[src/rtl/oled_pixel_fetch.sv]
// -----------------------------------------------------------------------------
// oled_pixel_fetch
//
// Prefetches frame-buffer pixels ahead of an OLED scan core. Reads are issued
// one at a time to a memory port. Each returned word goes into a small FIFO,
// tagged with its linear address. On each next_pixel pulse the FIFO head is
// compared with the scan position y*C_x_size+x:
//   - On a hit the head word is returned on color.
//   - On a miss C_fallback_color is returned, the FIFO is flushed, and
//     fetching restarts just after the missed address.
//
// Parameters
//   C_x_size         screen width in pixels
//   C_y_size         screen height in pixels
//   C_fifo_depth     prefetch FIFO depth (power of two, 2..16)
//   C_fallback_color color returned on a miss
//
// Ports
//   clk, resetn      single rising-edge clock, asynchronous active-low reset
//   x, y, next_pixel scan position and its one-cycle strobe
//   color            registered RGB565 output, updated the cycle after next_pixel
//   rd_req, rd_addr  read request, held until rd_ack is seen
//   rd_ack, rd_data  one-cycle acknowledge and its data
//   miss_cnt         saturating miss counter
//
// Optional feature: define OLED_PIXEL_FETCH_STATS_EN to build the miss
// counter. Without that macro miss_cnt is tied to zero.
// -----------------------------------------------------------------------------
module oled_pixel_fetch #(
  parameter int          C_x_size         = 128,
  parameter int          C_y_size         = 160,
  parameter int          C_fifo_depth     = 4,
  parameter logic [15:0] C_fallback_color = 16'h0000
) (
  input  logic        clk,
  input  logic        resetn,
  input  logic [6:0]  x,
  input  logic [7:0]  y,
  input  logic        next_pixel,
  output logic [15:0] color,
  output logic        rd_req,
  output logic [14:0] rd_addr,
  input  logic        rd_ack,
  input  logic [15:0] rd_data,
  output logic [15:0] miss_cnt
);

  localparam int              PW        = $clog2(C_fifo_depth);
  localparam int              CW        = PW + 1;
  localparam logic [14:0]     LAST_ADDR = 15'(C_x_size * C_y_size - 1);
  localparam logic [CW-1:0]   DEPTH     = CW'(C_fifo_depth);

  typedef enum logic {
    S_IDLE,
    S_WAIT
  } state_t;

  state_t        state_q, state_d;
  logic          issue;

  logic [15:0]   fifo_data [C_fifo_depth];
  logic [14:0]   fifo_tag  [C_fifo_depth];
  logic [PW-1:0] rd_ptr, wr_ptr;
  logic [CW-1:0] count;

  logic [14:0]   fetch_ptr;
  logic          discard;

  logic [14:0]   target, target_next, issue_addr;
  logic          hit, miss, ack_seen, push, pop;

  // Scan position to linear address. The product is formed at 32 bits, and
  // the result always fits in 15 bits for legal screen sizes.
  assign target      = 15'((32'(y) * 32'(C_x_size)) + 32'(x));
  assign target_next = (target == LAST_ADDR) ? 15'd0 : target + 15'd1;

  // Hit/miss looks at the FIFO as it was before any same-cycle push. A word
  // arriving together with a missing next_pixel is therefore dropped.
  assign hit      = next_pixel && (count != '0) && (fifo_tag[rd_ptr] == target);
  assign miss     = next_pixel && !hit;
  assign ack_seen = rd_ack && (state_q == S_WAIT);
  assign push     = ack_seen && !discard && !miss;
  assign pop      = hit;

  // A request issued in the same cycle as a miss must already point at the
  // restarted stream. Otherwise it would fetch a word that gets thrown away.
  assign issue_addr = miss ? target_next : fetch_ptr;

  assign rd_req = (state_q == S_WAIT);

  // ---------------------------------------------------------------------------
  // Fetch FSM
  // ---------------------------------------------------------------------------
  always_ff @(posedge clk or negedge resetn) begin
    if (!resetn) begin
      state_q <= S_IDLE;
    end else begin
      // NOTE: all clocked state uses non-blocking assignments, so every
      // register samples the pre-edge values regardless of block order.
      state_q <= state_d;
    end
  end

  always_comb begin
    // NOTE: every output of this block gets a default first, so no path can
    // leave a signal unassigned and infer a latch.
    state_d = state_q;
    issue   = 1'b0;
    unique case (state_q)
      // Nothing is outstanding in IDLE, so "count + outstanding < depth"
      // reduces to count < depth. A miss empties the FIFO, so a request may
      // be issued in that cycle too.
      S_IDLE: begin
        if (miss || (count < DEPTH)) begin
          state_d = S_WAIT;
          issue   = 1'b1;
        end
      end
      S_WAIT: begin
        if (rd_ack) state_d = S_IDLE;
      end
      default: state_d = S_IDLE;
    endcase
  end

  // ---------------------------------------------------------------------------
  // Request address, fetch pointer and discard flag
  // ---------------------------------------------------------------------------
  always_ff @(posedge clk or negedge resetn) begin
    if (!resetn) begin
      rd_addr   <= '0;
      fetch_ptr <= '0;
      discard   <= 1'b0;
    end else begin
      if (issue) rd_addr <= issue_addr;

      if (miss)
        fetch_ptr <= target_next;
      else if (push)
        fetch_ptr <= (fetch_ptr == LAST_ADDR) ? 15'd0 : fetch_ptr + 15'd1;

      // The request completing clears the flag. Its word is dropped either
      // by the flag itself or by a miss in the same cycle.
      if (ack_seen)
        discard <= 1'b0;
      else if (miss && (state_q == S_WAIT))
        discard <= 1'b1;
    end
  end

  // ---------------------------------------------------------------------------
  // Prefetch FIFO control
  // ---------------------------------------------------------------------------
  always_ff @(posedge clk or negedge resetn) begin
    if (!resetn) begin
      rd_ptr <= '0;
      wr_ptr <= '0;
      count  <= '0;
    end else if (miss) begin
      rd_ptr <= '0;
      wr_ptr <= '0;
      count  <= '0;
    end else begin
      if (push) wr_ptr <= wr_ptr + 1'b1;
      if (pop)  rd_ptr <= rd_ptr + 1'b1;
      unique case ({push, pop})
        2'b10:   count <= count + 1'b1;
        2'b01:   count <= count - 1'b1;
        default: count <= count;
      endcase
    end
  end

  // NOTE: the storage array has no reset. Its contents are only read
  // through entries that count marks valid, so a reset of the control
  // pointers is enough.
  always_ff @(posedge clk) begin
    if (push) begin
      fifo_data[wr_ptr] <= rd_data;
      fifo_tag[wr_ptr]  <= rd_addr;
    end
  end

  // ---------------------------------------------------------------------------
  // Color output: changes only on next_pixel, one cycle of latency
  // ---------------------------------------------------------------------------
  always_ff @(posedge clk or negedge resetn) begin
    if (!resetn) begin
      color <= '0;
    end else if (next_pixel) begin
      color <= hit ? fifo_data[rd_ptr] : C_fallback_color;
    end
  end

  // ---------------------------------------------------------------------------
  // Miss statistics
  // ---------------------------------------------------------------------------
`ifdef OLED_PIXEL_FETCH_STATS_EN
  always_ff @(posedge clk or negedge resetn) begin
    if (!resetn) begin
      miss_cnt <= '0;
    end else if (miss && (miss_cnt != 16'hFFFF)) begin
      miss_cnt <= miss_cnt + 16'd1;
    end
  end
`else
  assign miss_cnt = '0;
`endif

endmodule

[config.mk]
export PLATFORM = sky130hd
export DESIGN_NAME = oled_pixel_fetch
export DESIGN_NICKNAME = d
export VERILOG_FILES = /design/src/rtl/oled_pixel_fetch.sv
export SDC_FILE = /design/constraint.sdc
export NUM_CORES = 1
export LEC_CHECK = 0
export ABC_AREA = 1
export BUFFER_PORTS_ARGS = -buffer_cell sky130_fd_sc_hd__buf_2
export CAP_MARGIN = 20
export CORE_ASPECT_RATIO = 1.1
export CORE_UTILIZATION = 55
export CTS_BUF_LIST = sky130_fd_sc_hd__clkbuf_4
export CTS_CLUSTER_DIAMETER = 120
export DETAILED_ROUTE_END_ITERATION = 8
export HOLD_SLACK_MARGIN = 0.02
export PLACE_DENSITY = 0.78
export SYNTH_ARGS = -nofsm -noshare
export SYNTH_HDL_FRONTEND = slang
export SYNTH_SLANG_ARGS = --single-unit
[constraint.sdc]
create_clock -name clk -period 3.45 [get_ports clk]
set_input_delay 0.5175 -clock clk [delete_from_list [all_inputs] [get_ports clk]]
set_output_delay 0.5175 -clock clk [all_outputs]
set_load 0.01 [all_outputs]
==> results of run 1 <==
-- state kept, by name (all words and copies together), names as in the netlist --
signal / flops
fetch_ptr: 15
rd_req: 1
color: 16
count: 3
rd_addr: 15
discard: 1
wr_ptr: 2
fifo_tag: 60
fifo_data: 64
rd_ptr: 2
-- layer usage --
layer | global-route usage | vias up | wire, um
met5 | 0 | - | 0
met4 | 0.1069 | 0 | 516
met3 | 0.03979 | 42 | 1173
met2 | 0.3799 | 235 | 9000
met1 | 0.3364 | 2943 | 7997
li1 | - | 3026 | -
-- final cells by class --
cell class | instances | area share
Multi-Input combinational cell | 612 | 0.3120
Inverter | 50 | 0.02098
Clock inverter | 14 | 0.01499
Tap cell | 196 | 0.02671
Clock buffer | 18 | 0.01472
Antenna cell | 1 | 0.0002725
Sequential cell | 179 | 0.5555
Timing Repair Buffer | 82 | 0.05478
-- power by group through the flow --
stage / Combinational (mW) / Sequential [mW] / Clock, mW
after CTS: 1.10 / 2.88 / 1.13
after floorplan: 0.732 / 2.87 / 0
after global placement: 1.06 / 2.92 / 0
final: 1.09 / 2.89 / 1.11
after detailed placement: 1.09 / 2.93 / 0
after global routing: 1.22 / 2.91 / 1.20
-- synthesized netlist by cell type, types with 2 or more instances --
cell      number
inv_1         45
dfrtp_1       55
nand3b_1       6
a32o_1        16
xnor2_1        3
o21ai_0       20
clkbuf_1      12
nand2_1      340
ha_1           6
buf_6          7
buf_4         27
buf_2          3
nand2_2        3
nor3b_1        3
o21ai_1        6
xor2_1        15
nand4_1        7
nor2_2         2
nand3_1       84
a21oi_1       19
edfxtp_1     124
buf_1          2
nor2_1        49
inv_2          3
nor3_1         9
-- cell families (layout without fill, tap and decap cells) --
logic type | Yosys count | in the layout
XOR/XNOR | 18 | 18
flip-flops | 179 | 179
AND/OR/NAND/NOR | 507 | 507
buffers and inverters | 101 | 164
AO/OA/AOI/OAI | 64 | 64
other | 1 | 17
adder cells (fa/ha/maj) | 7 | 7
-- how the worst max path moves through the flow --
stage | start | endpoint | slack, ps | cells after the start
floorplan | next_pixel | fifo_data[0][0]$_DFFE_PP_ | -30 | 12
global placement | rd_ptr[0]$_DFFE_PN0P_ | fifo_data[1][15]$_DFFE_PP_ | 550 | 14
detailed placement | rd_ptr[0]$_DFFE_PN0P_ | fifo_data[1][15]$_DFFE_PP_ | 500 | 14
CTS | rd_ptr[0]$_DFFE_PN0P_ | fifo_tag[1][5]$_DFFE_PP_ | 470 | 14
global route | rd_ptr[0]$_DFFE_PN0P_ | fifo_tag[1][5]$_DFFE_PP_ | 260 | 14
finish | rd_ptr[0]$_DFFE_PN0P_ | fifo_tag[1][5]$_DFFE_PP_ | 480 | 14
-- per-stage QoR --
stage	hold WS, ps	instance area [um^2]	setup WS [ps]	instances	TNS, ps
3_5_place_dp	445.0	8897	503.0	1118	0
2_1_floorplan	221.9	8477	-25.92	892	-3214
4_1_cts	132.0	9180	473.7	1151	0
6_report	170.2	9183	480.2	1152	0
5_1_grt	130.2	9183	255.4	1152	0
3_3_place_gp	442.7	8897	546.6	1118	0
-- repair_timing --
item,4_1_cts,5_1_grt
setup endpoints to repair,0,0
hold buffers,1,0
setup buffers,0,0
hold endpoints to repair,14,0
==> flow_summary.json, run 1 <==
{
  "p_clk_frac": 0.218,
  "drt_first_iter_violations": 770,
  "synth_compound_area_frac": 0.04844,
  "synth_top_family_by_area": "simple AND/OR/NAND/NOR gates",
  "regArea_um2": 5101,
  "netlist_area_um2": 8421,
  "grtUsageTotal": 0.2429,
  "drc": 0,
  "p_comb_frac": 0.215,
  "r2r_start": "rd_ptr[0]$_DFFE_PN0P_",
  "rows": 47,
  "cts_root_buffer": "clkbuf_4",
  "synthCells": 877,
  "final_core_util": 0.6123,
  "p_sw_frac": 0.3472,
  "grt_pass1_wl_mm": 29.48,
  "antenna_found_initial": 1,
  "p_int_mw": 3.321,
  "clk_pin_slew_ps": 160,
  "wire_per_inst_um": 16.22,
  "clock_path_buffers": 2,
  "grt_pass1_vias": 5696,
  "nNetsFinal": 984,
  "final_min_period_over_clock_period": 0.8608,
  "port_buffers": 66,
  "crit_path_cell_trace": "inv_6 -> nand2_1 -> nand3_1 -> nand2_1 -> nand2_1 -> nand2_1 -> nor2_1 -> nand2_1 -> nor2_2 -> nand2_2 -> nand2_2 -> nand2_1 -> nor2_4 -> buf_12",
  "synth-async-reset-ratio": 0.3073,
  "clock-skew-final_ps": 31.84,
  "area_growth_pct": 9.049,
  "final_common_cell": "nand2_1",
  "reg2reg_to": "fifo_tag[1][5]$_DFFE_PP_",
  "layout_common_cells": "nand2_1, edfxtp_1, nand3_1, buf_2, dfrtp_1",
  "yosysTopAreaCell": "edfxtp_1",
  "dieArea_um2": 15810,
  "outcome": "finished clean",
  "hp-start": "rd_data[15]",
  "crit_path_max_fanout": 63,
  "hp-class": "in2reg",
  "setup.worst_path.start_class": "flop",
  "crit_top_cell": "nand2_1",
  "end_kind": "flop",
  "drt_pass1_iterations": 5,
  "synth_edf_count": 124,
  "fillCellCount": 1264,
  "reg2regPathDepth": 14,
  "synth_xor_area_frac": 0.01872,
  "peakVddDrop_mv": 0.3632,
  "power_density_nw_per_um2": 554.0,
  "hold_viol_final": 0,
  "p_sw_mw": 1.766,
  "ys.flop_type": "edfxtp_1",
  "viasPerCell": 5.422,
  "clk_latency_ps": 560,
  "path_delay_family": "simple AND/OR/NAND/NOR gates",
  "maxSlewHeadroom": 0.4601,
  "min_period_ps": 2970,
  "core_area_um2": 15000,
  "h-tree-depth": 4,
  "grt_max_degree": 64,
  "max-cap-violations": 0,
  "cpPeakStageDelay_ps": 460,
  "worst_pin_slew_ps": 803.1,
  "power_frac_seq": 0.567,
  "p_leak_nw": 4.096,
  "drtAntennaViolNets": 0,
  "power_mw": 5.087,
  "ys_seq_area_frac": 0.6056,
  "dp_hpwl_mm": 12.87,
  "fmax_mhz": 336.7,
  "yosysWarnings": 0,
  "finalSetupViolCount": 0,
  "synth_top_cell_area_share": 0.4422,
  "ys_seq_elements": 179,
  "min_to": "fifo_data[3][15]$_DFFE_PP_",
  "avgSynthCellArea_um2": 9.602,
  "drive_gt1_frac": 0.1372,
  "synth-simple-area-share": 0.2511,
  "slew_viol_final": 0,
  "cts_tree": "yes",
  "overflow": 0,
  "numClockSinks": 179,
  "synth_fa_ha_area_frac": 0.01129,
  "yosys-mux-area-fraction": 0,
  "cts_buffers": 17,
  "crit_buf_inv": 2,
  "drt_wl_total_mm": 18.69,
  "worst-r2r-setup-slack_ps": 480,
  "required_ps": 3700,
  "hold_depth": 1,
  "synth_area_leaders": "edfxtp_1, dfrtp_1, nand2_1",
  "die_w_um": 120.0,
  "multi_input_area_um2": 2865,
  "rsz0062_at_grt": "no",
  "pin_count": 83,
  "die_h_um": 131.8,
  "start_util": 0.5615,
  "synth_cell_types": 36,
  "place_congestion": 0.9117,
  "cp_data_arrival_time_ps": 3220,
  "vias": 6246,
  "slowest_stage": "dfrtp_2",
  "cts_resized": 0,
  "critical_path_class": "reg2reg"
}
No activity file was read; power rests on OpenSTA's default activity.
==> inputs of run 2 (changes only) <==
CORE_MARGIN = 5   (was default)
==> flow_summary.json, run 2 (synthesis results as in run 1) <==
{
  "multi_input_area_um2": 2865,
  "outcome": "finished clean",
  "antenna_found_initial": 1,
  "peakVddDrop_mv": 0.3671,
  "cts_root_buffer": "clkbuf_4",
  "drive_gt1_frac": 0.1370,
  "port_buffers": 66,
  "top_register": "fifo_data",
  "top_regs": "fifo_data x64, fifo_tag x60, color x16",
  "core_area_um2": 15050,
  "fillCellCount": 1293,
  "layout_common_cells": "nand2_1, edfxtp_1, nand3_1, buf_2, dfrtp_1",
  "final.setup.tns_ps": 0,
  "crit_path_cell_trace": "inv_6 -> nand2_1 -> nand3_1 -> nand2_1 -> nand2_1 -> nand2_1 -> nor2_1 -> nand2_1 -> nor2_2 -> nand2_2 -> nand2_2 -> nand2_1 -> nor2_4 -> buf_4",
  "overflow": 0,
  "die_h_um": 139.8,
  "grtUsageTotal": 0.2293,
  "place_inst": 1119,
  "start_util": 0.5593,
  "h-tree-depth": 4,
  "design_area_um2": 9188,
  "clk_latency_ps": 570,
  "post_cts_buffers": 0,
  "nNetsFinal": 985,
  "end_kind": "flop",
  "clk_pin_slew_ps": 140,
  "max-cap-violations": 0,
  "final_common_cell": "nand2_1",
  "maxSlewHeadroom": 0.5349,
  "slew_viol_final": 0,
  "grt_pass1_vias": 6149,
  "final_min_period_over_clock_period": 0.8658,
  "slowest_stage": "dfrtp_2",
  "dieArea_um2": 17890,
  "rsz0062_at_grt": "no",
  "wire_per_inst_um": 17.12,
  "layout_setup_ws_ps": 462.8,
  "drc": 0,
  "clock_path_buffers": 2,
  "hp-class": "in2reg",
  "regArea_um2": 5101,
  "numClockSinks": 179,
  "drt_wl_total_mm": 19.74,
  "dp_slack_ps": 502.3,
  "cpPeakStageDelay_ps": 470,
  "setup.worst_path.start_class": "flop",
  "drt_first_iter_violations": 606,
  "hold_viol_final": 0,
  "dp_hpwl_mm": 13.76,
  "critical_path_class": "reg2reg",
  "cp_data_arrival_time_ps": 3210,
  "rows": 47,
  "final_cells": 1153,
  "place_area_um2": 8880,
  "cts_tree": "yes",
  "cts_buffers": 17,
  "grt_max_degree": 64,
  "finalSetupViolCount": 0,
  "place_congestion": 1.019,
  "crit_buf_inv": 2,
  "power_mw": 5.192,
  "drt_pass1_iterations": 6,
  "fmax_mhz": 334.8,
  "largest_reg_flops": 64,
  "p_leak_nw": 4.115,
  "final_core_util": 0.6103,
  "grt_pass1_wl_mm": 32.01,
  "area_growth_pct": 9.108,
  "drtAntennaViolNets": 0,
  "min_period_ps": 2987,
  "viasPerCell": 5.512,
  "die_w_um": 128.0,
  "crit_path_max_fanout": 63,
  "pin_count": 83,
  "path_delay_family": "simple AND/OR/NAND/NOR gates",
  "crit_top_cell": "nand2_1",
  "fin_hold_ws_ps": 155.1,
  "power_density_nw_per_um2": 565.1,
  "required_ps": 3670,
  "worst_pin_slew_ps": 691.8,
  "clock-skew-final_ps": 18.77,
  "vias": 6355
}
[run 2: cell type report]
cell class	count	area share
clock buffers	19	0.01553
multi-input cells	612	0.3119
inverters	50	0.02097
well taps	196	0.02669
flip-flops and latches	179	0.5552
repair buffers	83	0.05284
diodes	1	0.0002724
clock inverters	13	0.01661
[run 2: routing by layer]
layer	GRT usage	routed length, um	vias to the layer above
met5	0	0	-
met4	0.08268	580	0
met3	0.04561	1215	38
met2	0.3726	9752	233
met1	0.3073	8192	3055
li1	-	-	3029
[run 2: where the power goes]
group | switching (mW) | internal [mW]
clock network | 0.733 | 0.459
logic | 0.698 | 0.377
registers | 0.308 | 2.62
[run 2: worst paths after layout]
| kind | startpoint | endpoint | slack (ps) | depth (start not counted) |
|---|---|---|---|---|
| worst max-delay path | rd_ptr[0]$_DFFE_PN0P_ | fifo_data[1][3]$_DFFE_PP_ | 460 | 14 |
| worst min-delay path | rd_data[0] | fifo_data[3][0]$_DFFE_PP_ | 160 | 1 |
| worst max register to register | rd_ptr[0]$_DFFE_PN0P_ | fifo_data[1][3]$_DFFE_PP_ | 460 | 14 |
| worst min register to register | color[0]$_DFFE_PN0P_ | color[0]$_DFFE_PN0P_ | 490 | 2 |
| max in group asynchronous | resetn | color[2]$_DFFE_PN0P_ | 2220 | 3 |
| min in group asynchronous | resetn | rd_addr[11]$_DFFE_PN0P_ | 520 | 2 |
[run 2: worst register-to-register path, delay by kind of cell, from the launching register on]
kind	cells	cell delay, ps
buffers and inverters	2	780
flip-flops	1	470
AND/OR/NAND/NOR	12	1400
[run 2: timing repair]
action,in CTS,in global routing
hold buffers,1,0
hold endpoints to repair,28,0
resized for setup,0,0
